File: src/rtl/step_pulse_gen.sv
// Step/direction pulse generator for a stepper motor driver.
// Emits a programmed number of fixed-period step pulses after a direction setup delay.
module step_pulse_gen #(
    parameter int unsigned PULSE_HIGH = 50,
    parameter int unsigned PERIOD     = 1000,
    parameter int unsigned DIR_SETUP  = 10
) (
    input  logic        clk,
    input  logic        reset,
    input  logic [31:0] steps,
    input  logic        dir,
    input  logic        start,
    input  logic        abort,
    output logic        step_out,
    output logic        dir_out,
    output logic        busy,
    output logic        done,
    output logic [31:0] steps_left,
    output logic [31:0] position
);

    typedef enum logic [2:0] {IDLE, SETUP, HIGH, LOW, DONE} state_t;

    localparam logic [31:0] SETUP_LAST = 32'(DIR_SETUP - 1);
    localparam logic [31:0] HIGH_LAST  = 32'(PULSE_HIGH - 1);
    localparam logic [31:0] LOW_LAST   = 32'(PERIOD - PULSE_HIGH - 1);

    state_t      state, state_nxt;
    logic [31:0] cnt, cnt_nxt;
    logic        step_nxt, dir_nxt, busy_nxt, done_nxt;
    logic [31:0] left_nxt, pos_nxt;
    logic        abort_hold, abort_hold_nxt;

    always_ff @(posedge clk or negedge reset) begin
        if (!reset) begin
            state      <= IDLE;
            cnt        <= '0;
            step_out   <= 1'b0;
            dir_out    <= 1'b0;
            busy       <= 1'b0;
            done       <= 1'b0;
            steps_left <= '0;
            position   <= '0;
            abort_hold <= 1'b0;
        end else begin
            state      <= state_nxt;
            cnt        <= cnt_nxt;
            step_out   <= step_nxt;
            dir_out    <= dir_nxt;
            busy       <= busy_nxt;
            done       <= done_nxt;
            steps_left <= left_nxt;
            position   <= pos_nxt;
            abort_hold <= abort_hold_nxt;
        end
    end

    always_comb begin
        state_nxt      = state;
        cnt_nxt        = cnt + 32'd1;
        step_nxt       = step_out;
        dir_nxt        = dir_out;
        busy_nxt       = busy;
        done_nxt       = 1'b0;
        left_nxt       = steps_left;
        pos_nxt        = position;
        abort_hold_nxt = abort_hold;

        unique case (state)
            IDLE: begin
                cnt_nxt        = '0;
                abort_hold_nxt = 1'b0;
                if (start) begin
                    if (steps != '0) begin
                        left_nxt  = steps;
                        dir_nxt   = dir;
                        busy_nxt  = 1'b1;
                        state_nxt = SETUP;
                    end else begin
                        done_nxt  = 1'b1;
                        state_nxt = DONE;
                    end
                end
            end
            SETUP: begin
                if (abort) begin
                    cnt_nxt   = '0;
                    busy_nxt  = 1'b0;
                    done_nxt  = 1'b1;
                    state_nxt = DONE;
                end else if (cnt == SETUP_LAST) begin
                    cnt_nxt   = '0;
                    step_nxt  = 1'b1;
                    state_nxt = HIGH;
                end
            end
            HIGH: begin
                // An abort seen at any point in the pulse is remembered so the pulse runs to full width.
                if (abort)
                    abort_hold_nxt = 1'b1;
                if (cnt == HIGH_LAST) begin
                    cnt_nxt  = '0;
                    step_nxt = 1'b0;
                    left_nxt = steps_left - 32'd1;
                    pos_nxt  = dir_out ? position - 32'd1 : position + 32'd1;
                    if (abort || abort_hold) begin
                        busy_nxt  = 1'b0;
                        done_nxt  = 1'b1;
                        state_nxt = DONE;
                    end else begin
                        state_nxt = LOW;
                    end
                end
            end
            LOW: begin
                if (abort) begin
                    cnt_nxt   = '0;
                    busy_nxt  = 1'b0;
                    done_nxt  = 1'b1;
                    state_nxt = DONE;
                end else if (cnt == LOW_LAST) begin
                    cnt_nxt = '0;
                    if (steps_left != '0) begin
                        step_nxt  = 1'b1;
                        state_nxt = HIGH;
                    end else begin
                        busy_nxt  = 1'b0;
                        done_nxt  = 1'b1;
                        state_nxt = DONE;
                    end
                end
            end
            DONE: begin
                cnt_nxt   = '0;
                state_nxt = IDLE;
            end
            default: begin
                cnt_nxt   = '0;
                state_nxt = IDLE;
            end
        endcase
    end

endmodule

File: config.mk
export PLATFORM = sky130hd
export DESIGN_NAME = step_pulse_gen
export DESIGN_NICKNAME = d
export VERILOG_FILES = /design/src/rtl/step_pulse_gen.sv
export SDC_FILE = /design/constraint.sdc
export NUM_CORES = 1
export LEC_CHECK = 0
export ABC_AREA = 0
export CAP_MARGIN = 10
export CORE_MARGIN = 1.5
export CORE_UTILIZATION = 50
export DETAILED_ROUTE_END_ITERATION = 10
export GPL_ROUTABILITY_DRIVEN = 0
export GPL_TIMING_DRIVEN = 0
export PLACE_DENSITY_LB_ADDON = 0.12
export REMOVE_ABC_BUFFERS = 1
export SLEW_MARGIN = 5
export SYNTH_ARGS = -nofsm -noshare
export SYNTH_HDL_FRONTEND = slang
export SYNTH_SLANG_ARGS = --single-unit
export TNS_END_PERCENT = 5
File: constraint.sdc
create_clock -name clk -period 3.07 [get_ports clk]
set_input_delay 0.614 -clock clk [delete_from_list [all_inputs] [get_ports clk]]
set_output_delay 0.614 -clock clk [all_outputs]
set_load 0.01 [all_outputs]
==> results of run 1 <==
==> cells in the mapped netlist (2+ instances only) <==
library cell / instances / area (um^2)
nor3_1: 32 / 160
a221oi_1: 2 / 17.5
ha_1: 33 / 413
nor3b_1: 10 / 75.1
nand3_1: 27 / 135
and2_1: 5 / 31.3
nand2_1: 79 / 297
or4_4: 2 / 22.5
or3_1: 5 / 31.3
a31oi_1: 4 / 25.0
o32ai_1: 2 / 17.5
xnor2_1: 25 / 219
nor4_1: 20 / 125
inv_1: 15 / 56.3
mux2i_1: 3 / 30.0
nand3b_1: 2 / 15.0
o211ai_1: 7 / 52.6
o31ai_1: 4 / 30.0
xor2_1: 32 / 280
o22ai_1: 5 / 31.3
o21ai_0: 84 / 420
mux2_2: 4 / 45.0
nor4b_1: 3 / 26.3
a21o_1: 15 / 113
nand4_1: 16 / 100
and3_1: 13 / 81.3
a22oi_1: 7 / 52.6
or2_2: 2 / 12.5
o21a_1: 5 / 37.5
a21oi_1: 71 / 355
a211oi_1: 6 / 45.0
buf_1: 2 / 7.51
nor2_1: 89 / 334
nor2b_1: 7 / 43.8
clkbuf_1: 30 / 113
o21bai_1: 4 / 30.0
o221ai_1: 3 / 26.3
or4_1: 2 / 15.0
a211o_1: 3 / 26.3
o2bb2ai_1: 2 / 17.5
dfrtp_1: 104 / 2600
nand2b_1: 7 / 43.8
==> final cells by class <==
class                           instances  area (um^2)
Fill cell                            1140         4770
Multi-Input combinational cell        661         4130
Tap cell                              176          220
Timing Repair Buffer                  117         1220
Inverter                               15         56.3
Clock inverter                          3         42.5
Sequential cell                       104         2610
Clock buffer                           11          253
==> per-stage QoR <==
step	instances	setup slack, ps	setup TNS (ps)	utilization
floorplan	780	-1510	-43860	-
global placement	1060	-3270	-401980	0.598
detailed placement	1067	-901	-13330	0.609
CTS	1085	16.6	0	0.636
global route	1087	-63.5	-95.5	0.641
finish	1087	75.2	0	0.641
==> registers in the layout, indices dropped and copies added, names as in the netlist <==
register,flops
abort_hold,1
busy,1
cnt,32
dir_out,1
done,1
position,32
state,3
step_out,1
steps_left,32
==> layer usage <==
| metal | part of all wire | up-vias |
|---|---|---|
| met4 | 0.017 | 0 |
| met3 | 0.053 | 21 |
| met1 | 0.45 | 3057 |
| met2 | 0.48 | 203 |
| li1 | - | 3146 |
| met5 | 0 | - |
==> where the power goes <==
| part | internal (mW) | total (mW) | switching [mW] |
|---|---|---|---|
| Sequential | 1.63 | 2.02 | 0.385 |
| Combinational | 1.23 | 2.74 | 1.51 |
| Clock | 0.666 | 1.17 | 0.505 |
==> cells by family after synthesis <==
family	after synthesis	synth area share
adder cells (fa/ha/maj)	34	0.0635
buffers and inverters	47	0.0259
AND/OR/NAND/NOR	328	0.237
AO/OA/AOI/OAI	235	0.207
multiplexers	7	0.0110
flip-flops	104	0.382
XOR/XNOR	57	0.0733
==> what timing repair did <==
action	4_1_cts	5_1_grt
setup endpoints to repair	26	30
resized for setup	10	10
pin swaps	3	4
buffers inserted	4	2
==> path summary, 6_finish.rpt <==
path                         startpoint           end  slack, ps  depth (start not counted)
setup / recovery                dir_out  position[27]         80                         10
hold / removal                    reset   position[9]        190                          1
setup reg to reg                dir_out  position[27]         80                         10
hold reg to reg            position[31]  position[31]        490                          1
max in group asynchronous         reset       dir_out       2230                          2
min in group clk           position[31]  position[31]        490                          1
==> critical path: cells and delay by family, from the launching register on <==
kind                     cells  cell delay [ps]
AND/OR/NAND/NOR              3              950
adder cells (fa/ha/maj)      1              250
flip-flops                   1              500
buffers and inverters        1              180
AO/OA/AOI/OAI                5              990
==> flow_summary.ini, run 1 <==
[outcome]
status = finished clean

[detailed_routing]
first_pass_iters = 5
drcViolationCount = 0
drt_iter0_drc = 497
wire_per_inst_um = 15.8
avgViaCountPerCell = 5.91
ant_nets = 0
wl_mm = 17.1
vias = 6427

[die]
io_pins = 105
core_area_um2 = 13300
die_w_um = 120
initial_core_util = 0.513
rows = 42
dieHeight_um = 120
die-area_um2 = 14300

[global_route]
use_met3 = 0.0428
grt_pass1_wl_mm = 28.9
first_global_vias = 6091
track_usage = 0.249
grt_antenna_before_repair = 0
top_usage_layer = met2
use_met1 = 0.333
overflow = 0
met2_usage = 0.404
grt_max_degree = 59

[finish]
drive_gt1_frac = 0.0670
syn_to_final_growth_pct = 25.1
finish.instance_area_um2 = 8530
fin_nets = 979
diodes = 0
final_cell_mix = dfrtp_1, clkdlybuf4s50_1, nor2_1

[worst_setup_path]
critPathKind = register to register
max_stage_delay_ps = 500
worstPathMaxFanout = 18
startpoint_type = register
worstPathArrival_ps = 3220
required_ps = 3300
crit_chain = buf_16 > ha_1 > a211o_1 > a21oi_2 > a211oi_1 > or3_1 > o211ai_1 > or3b_2 > nand3_1 > o21ai_0
critPathSlowestCell = dfrtp_4
end_kind = register

[sta]
rsz0062_at_grt = yes
fin_hold_ws_ps = 186
period_share = 0.975
drv_slew = 0
timing.fmax_mhz = 334
hold_violations = 0
slew_headroom = 0.444
fin_crit_ps = 2990
setup_violations = 0
skew_ps = 6.85
tightest_slew_ps = 826

[power]
vdd_drop_max_mv = 0.406
power.total_mw = 5.92
p_per_area_nw_per_um2 = 695
leakage_nw = 3.51

[synthesis]
synthDistinctLibCells = 61
ys.flop_type = dfrtp_1
syn_area_um2 = 6810
syn_inst = 812
ys_warn_count = 0
syn_avg_cell_area_um2 = 8.39
synth-edff-count = 0
synth-seq-cells = 104
ys_seq_area_frac = 0.382
async_flop_share = 1.00

[placed_design]
placed_area_um2 = 8100
port_buffers = 104
dp_hpwl_mm = 12.3

[cts]
clk_path_buf_depth = 2
cts_tree = built
h-tree-depth = 3
clock_latency_ps = 360
clock_sinks = 104
cts_buffers = 9
ctsHoldBuffers = 0
cts_root_buf = clkbuf_16
clkTransAtPathRegs_ps = 70

[flow_run]
cap_violations = 0

[worst_hold_path]
hold_path_class = input port to asynchronous set/reset pin
Note: power is estimated with default switching activity, not from simulation.
==> run 2, diff against run 1 <==
CORE_ASPECT_RATIO = 1.25   (was not set)
HOLD_SLACK_MARGIN = 0.15   (was not set)
SETUP_SLACK_MARGIN = 0.1   (was not set)
==> flow_summary.ini, run 2 (synthesized netlist as in run 1, its figures left out) <==
[outcome]
status = finished clean

[detailed_routing]
ant_nets = 0
wire_per_inst_um = 16.5
avgViaCountPerCell = 6.01
first_pass_iters = 5
drcViolationCount = 0
vias = 6510
drt_iter0_drc = 539
wl_mm = 17.8

[die]
initial_core_util = 0.513
dieHeight_um = 134
die_w_um = 107
core_area_um2 = 13300
die-area_um2 = 14300
io_pins = 105
rows = 47

[power]
combPwrFrac = 0.474
power.total_mw = 5.94
leakage_nw = 3.53
p_sw_mw = 2.48
p_per_area_nw_per_um2 = 693
sw_frac_of_total = 0.417
vdd_drop_max_mv = 0.483
pwr-share-clk = 0.184
pwr-share-seq = 0.343
intPower_mw = 3.46

[sta]
worst_slack_ps = 121
fin_hold_ws_ps = 313
timing.fmax_mhz = 339
tightest_slew_ps = 827
hold_violations = 0
skew_ps = 12.5
slew_headroom = 0.444
period_share = 0.961
rsz0062_at_grt = yes
setup_violations = 0
fin_crit_ps = 2950
drv_slew = 0

[worst_setup_path]
r2r-start = dir_out
reg2reg_depth = 10
worstPathMaxFanout = 19
end_kind = register
rr_endpoint = position[27]
required_ps = 3290
startpoint_type = register
critPathKind = register to register
reg2reg_setup_slack_ps = 120
worstPathArrival_ps = 3170
crit_path_end = position[27]
critPathLaunch = dir_out

[placed_design]
port_buffers = 104
dp_slack_ps = -845
placed_area_um2 = 8090
dp_hpwl_mm = 12.4

[cts]
ctsHoldBuffers = 0
clock_sinks = 104
clock_latency_ps = 350
h-tree-depth = 3
cts_buffers = 9
cts_tree = built
cts_root_buf = clkbuf_16
clkTransAtPathRegs_ps = 70
clk_path_buf_depth = 2

[global_route]
grt_max_degree = 54
first_global_vias = 6266
grt_antenna_before_repair = 0
overflow = 0
track_usage = 0.246
grt_pass1_wl_mm = 28.9

[finish]
drive_gt1_frac = 0.0767
reg.largest.list = cnt (32), position (32), steps_left (32)
nFillCells = 1133
fin_nets = 979
final_cell_mix = dfrtp_1, clkdlybuf4s50_1, nor2_1
syn_to_final_growth_pct = 25.6
finish.instance_area_um2 = 8560
diodes = 0
fin_util = 0.644

[worst_hold_path]
hold_path_class = input port to asynchronous set/reset pin

[flow_run]
cap_violations = 0
run 2: power by group through the flow:
stage	combinational (mW)	sequential (mW)	clock [mW]
final	2.81	2.03	1.09
after global routing	3.08	2.07	1.17
after CTS	2.72	2.00	1.11
after detailed placement	2.62	2.04	0
after global placement	2.40	2.07	0
after floorplan	1.49	2.07	0
run 2: metal layers:
| metal | global-route usage | routed length [um] | vias up |
|---|---|---|---|
| li1 | - | - | 3152 |
| met1 | 0.299 | 7510 | 3131 |
| met3 | 0.0416 | 877 | 30 |
| met4 | 0.0811 | 379 | 0 |
| met5 | 0 | 0 | - |
| met2 | 0.437 | 9070 | 197 |
run 2: worst min path at each step:
stage                       from      endpoint  cells past startpoint
floorplan                  reset    abort_hold                      0
global placement    position[31]  position[31]                      1
global route               reset  position[10]                      1
CTS                        reset  position[10]                      1
finish                     reset  position[10]                      1
detailed placement  position[31]  position[31]                      1
run 2: worst max-delay path: stages (launching register included):
cell,delay [ps]
dfrtp_4,500
buf_16,170
ha_1,250
a211o_1,310
a21oi_2,200
a211oi_2,120
or3_1,400
o211ai_1,250
or3b_2,460
nand3_1,90
o21ai_0,60
run 2: per-stage QoR:
| step | instances | setup TNS [ps] |
|---|---|---|
| after floorplan | 780 | -43860 |
| after global placement | 1055 | -393410 |
| after detailed placement | 1062 | -13020 |
| after CTS | 1082 | 0 |
| after global routing | 1084 | -7.54 |
| final | 1084 | 0 |
run 2: repair_timing:
action                                  CTS  global route
endpoints found under the setup margin   69            75
cloned                                    0             2
pin swaps                                 3             4
gates resized for setup                  16            17
setup buffers                             4             0
run 2: layout make-up:
cell class / instances / area [um^2] / share of cell area
timing repair buffer: 115 / 1200 / 0.140
multi-input combinational: 663 / 4210 / 0.491
clock inverter: 5 / 32.5 / 0.00380
inverter: 15 / 56.3 / 0.00658
tap: 171 / 214 / 0.0250
sequential: 104 / 2610 / 0.304
clock buffer: 11 / 243 / 0.0284
==> run 3, diff against run 2 <==
DONT_BUFFER_PORTS = 1   (was not set)
PLACE_DENSITY_LB_ADDON = 0.08   (was 0.12)
SLEW_MARGIN = 30   (was 5)
==> flow_summary.ini, run 3 (synthesized netlist as in run 1, its figures left out) <==
[outcome]
status = finished, violations left
violations = hold timing

[global_route]
grt_max_degree = 105
overflow = 0
track_usage = 0.227
grt_antenna_before_repair = 1
first_global_vias = 5831
grt_pass1_wl_mm = 27.0

[sta]
worst_slack_ps = 108
slew_headroom = 0.269
tightest_slew_ps = 1080
period_share = 0.965
fin_hold_ws_ps = -37.1
skew_ps = 10.8
setup_violations = 0
fin_crit_ps = 2960
rsz0062_at_grt = yes
drv_slew = 0
hold_violations = 103
setup_tns_ps = 0
timing.fmax_mhz = 338

[worst_setup_path]
worstPathMaxFanout = 20
startpoint_type = register
critPathKind = register to register
required_ps = 3260
end_kind = register
worstPathArrival_ps = 3150

[detailed_routing]
wl_mm = 16.8
vias = 6076
wire_per_inst_um = 17.1
first_pass_iters = 5
drt_iter0_drc = 457
drcViolationCount = 0
ant_nets = 0
avgViaCountPerCell = 6.19

[placed_design]
placed_area_um2 = 7010
dp_hpwl_mm = 11.4
port_buffers = 0
dp_slack_ps = -766

[power]
leakage_nw = 3.14
p_per_area_nw_per_um2 = 741
vdd_drop_max_mv = 0.435

[cts]
cts_root_buf = clkbuf_16
clock_sinks = 104
clock_latency_ps = 340
cts_tree = built
clkTransAtPathRegs_ps = 80
clk_path_buf_depth = 2
h-tree-depth = 3
cts_buffers = 9

[finish]
finish.instance_area_um2 = 7500
drive_gt1_frac = 0.0803
multi_input_area_um2 = 4170
syn_to_final_growth_pct = 10.1
fin_nets = 875
layout_commonest_cell = dfrtp_1
final_cell_mix = dfrtp_1, nor2_1, o21ai_0
reg.largest.list = cnt (32), position (32), steps_left (32)
seq_area_um2 = 2610
nFillCells = 1214

[die]
die-area_um2 = 14300
io_pins = 105
die_w_um = 107
rows = 47
core_area_um2 = 13300
initial_core_util = 0.513
dieHeight_um = 134

[flow_run]
cap_violations = 0

[worst_hold_path]
hold_path_class = input port to asynchronous set/reset pin
## run 3: worst max-delay path, stage by stage, from the launching register on
cell,delay (ps)
dfrtp_4,500
buf_16,170
ha_2,330
a211o_1,280
a21oi_2,190
a211oi_1,120
or3_1,370
o211ai_1,220
or3b_2,460
nand3_1,90
o21ai_0,70
## run 3: final timing paths
kind                         start             end  slack [ps]  cells past startpoint
min in group clk               dir         dir_out         420                      1
hold / removal               reset    position[10]         -40                      0
hold reg to reg             cnt[0]          cnt[0]         510                      1
max in group asynchronous    reset  steps_left[19]        2930                      0
setup / recovery           dir_out    position[27]         110                     10
setup reg to reg           dir_out    position[27]         110                     10
## run 3: final cells by class
class	count	share of cell area
flip-flops and latches	104	0.347
multi-input cells	663	0.556
clock buffers	9	0.0300
repair buffers	11	0.0170
clock inverters	7	0.0128
inverters	15	0.00751
well taps	171	0.0285
diodes	1	0.000334
## run 3: through the flow
stage / utilization / instances / total power, mW
2_1_floorplan: - / 780 / 3.57
3_3_place_gp: 0.520 / 951 / 3.98
3_5_place_dp: 0.528 / 957 / 4.17
4_1_cts: 0.558 / 977 / 5.47
5_1_grt: 0.564 / 980 / 5.93
6_report: 0.564 / 981 / 5.56
## run 3: routing by layer
| layer | track usage | share of wire | vias to the layer above |
|---|---|---|---|
| met4 | 0.0556 | 0.014 | 0 |
| met1 | 0.283 | 0.43 | 2905 |
| met5 | 0 | 0 | - |
| met3 | 0.0543 | 0.061 | 25 |
| li1 | - | - | 2957 |
| met2 | 0.393 | 0.50 | 189 |
## run 3: where the power goes
group / internal [mW] / leakage, nW / switching [mW]
combinational: 0.867 / 1.62 / 1.29
sequential: 1.63 / 1.37 / 0.524
clock: 0.715 / 0.148 / 0.530
total: 3.21 / 3.14 / 2.35
## run 3: what timing repair did
| item | in CTS | in global routing |
|---|---|---|
| endpoints found under the setup margin | 34 | 77 |
| resized for setup | 12 | 11 |
| setup buffers | 4 | 1 |
| cloned | 0 | 2 |
| endpoints found under the hold margin | 104 | 104 |
| pin swaps | 3 | 6 |
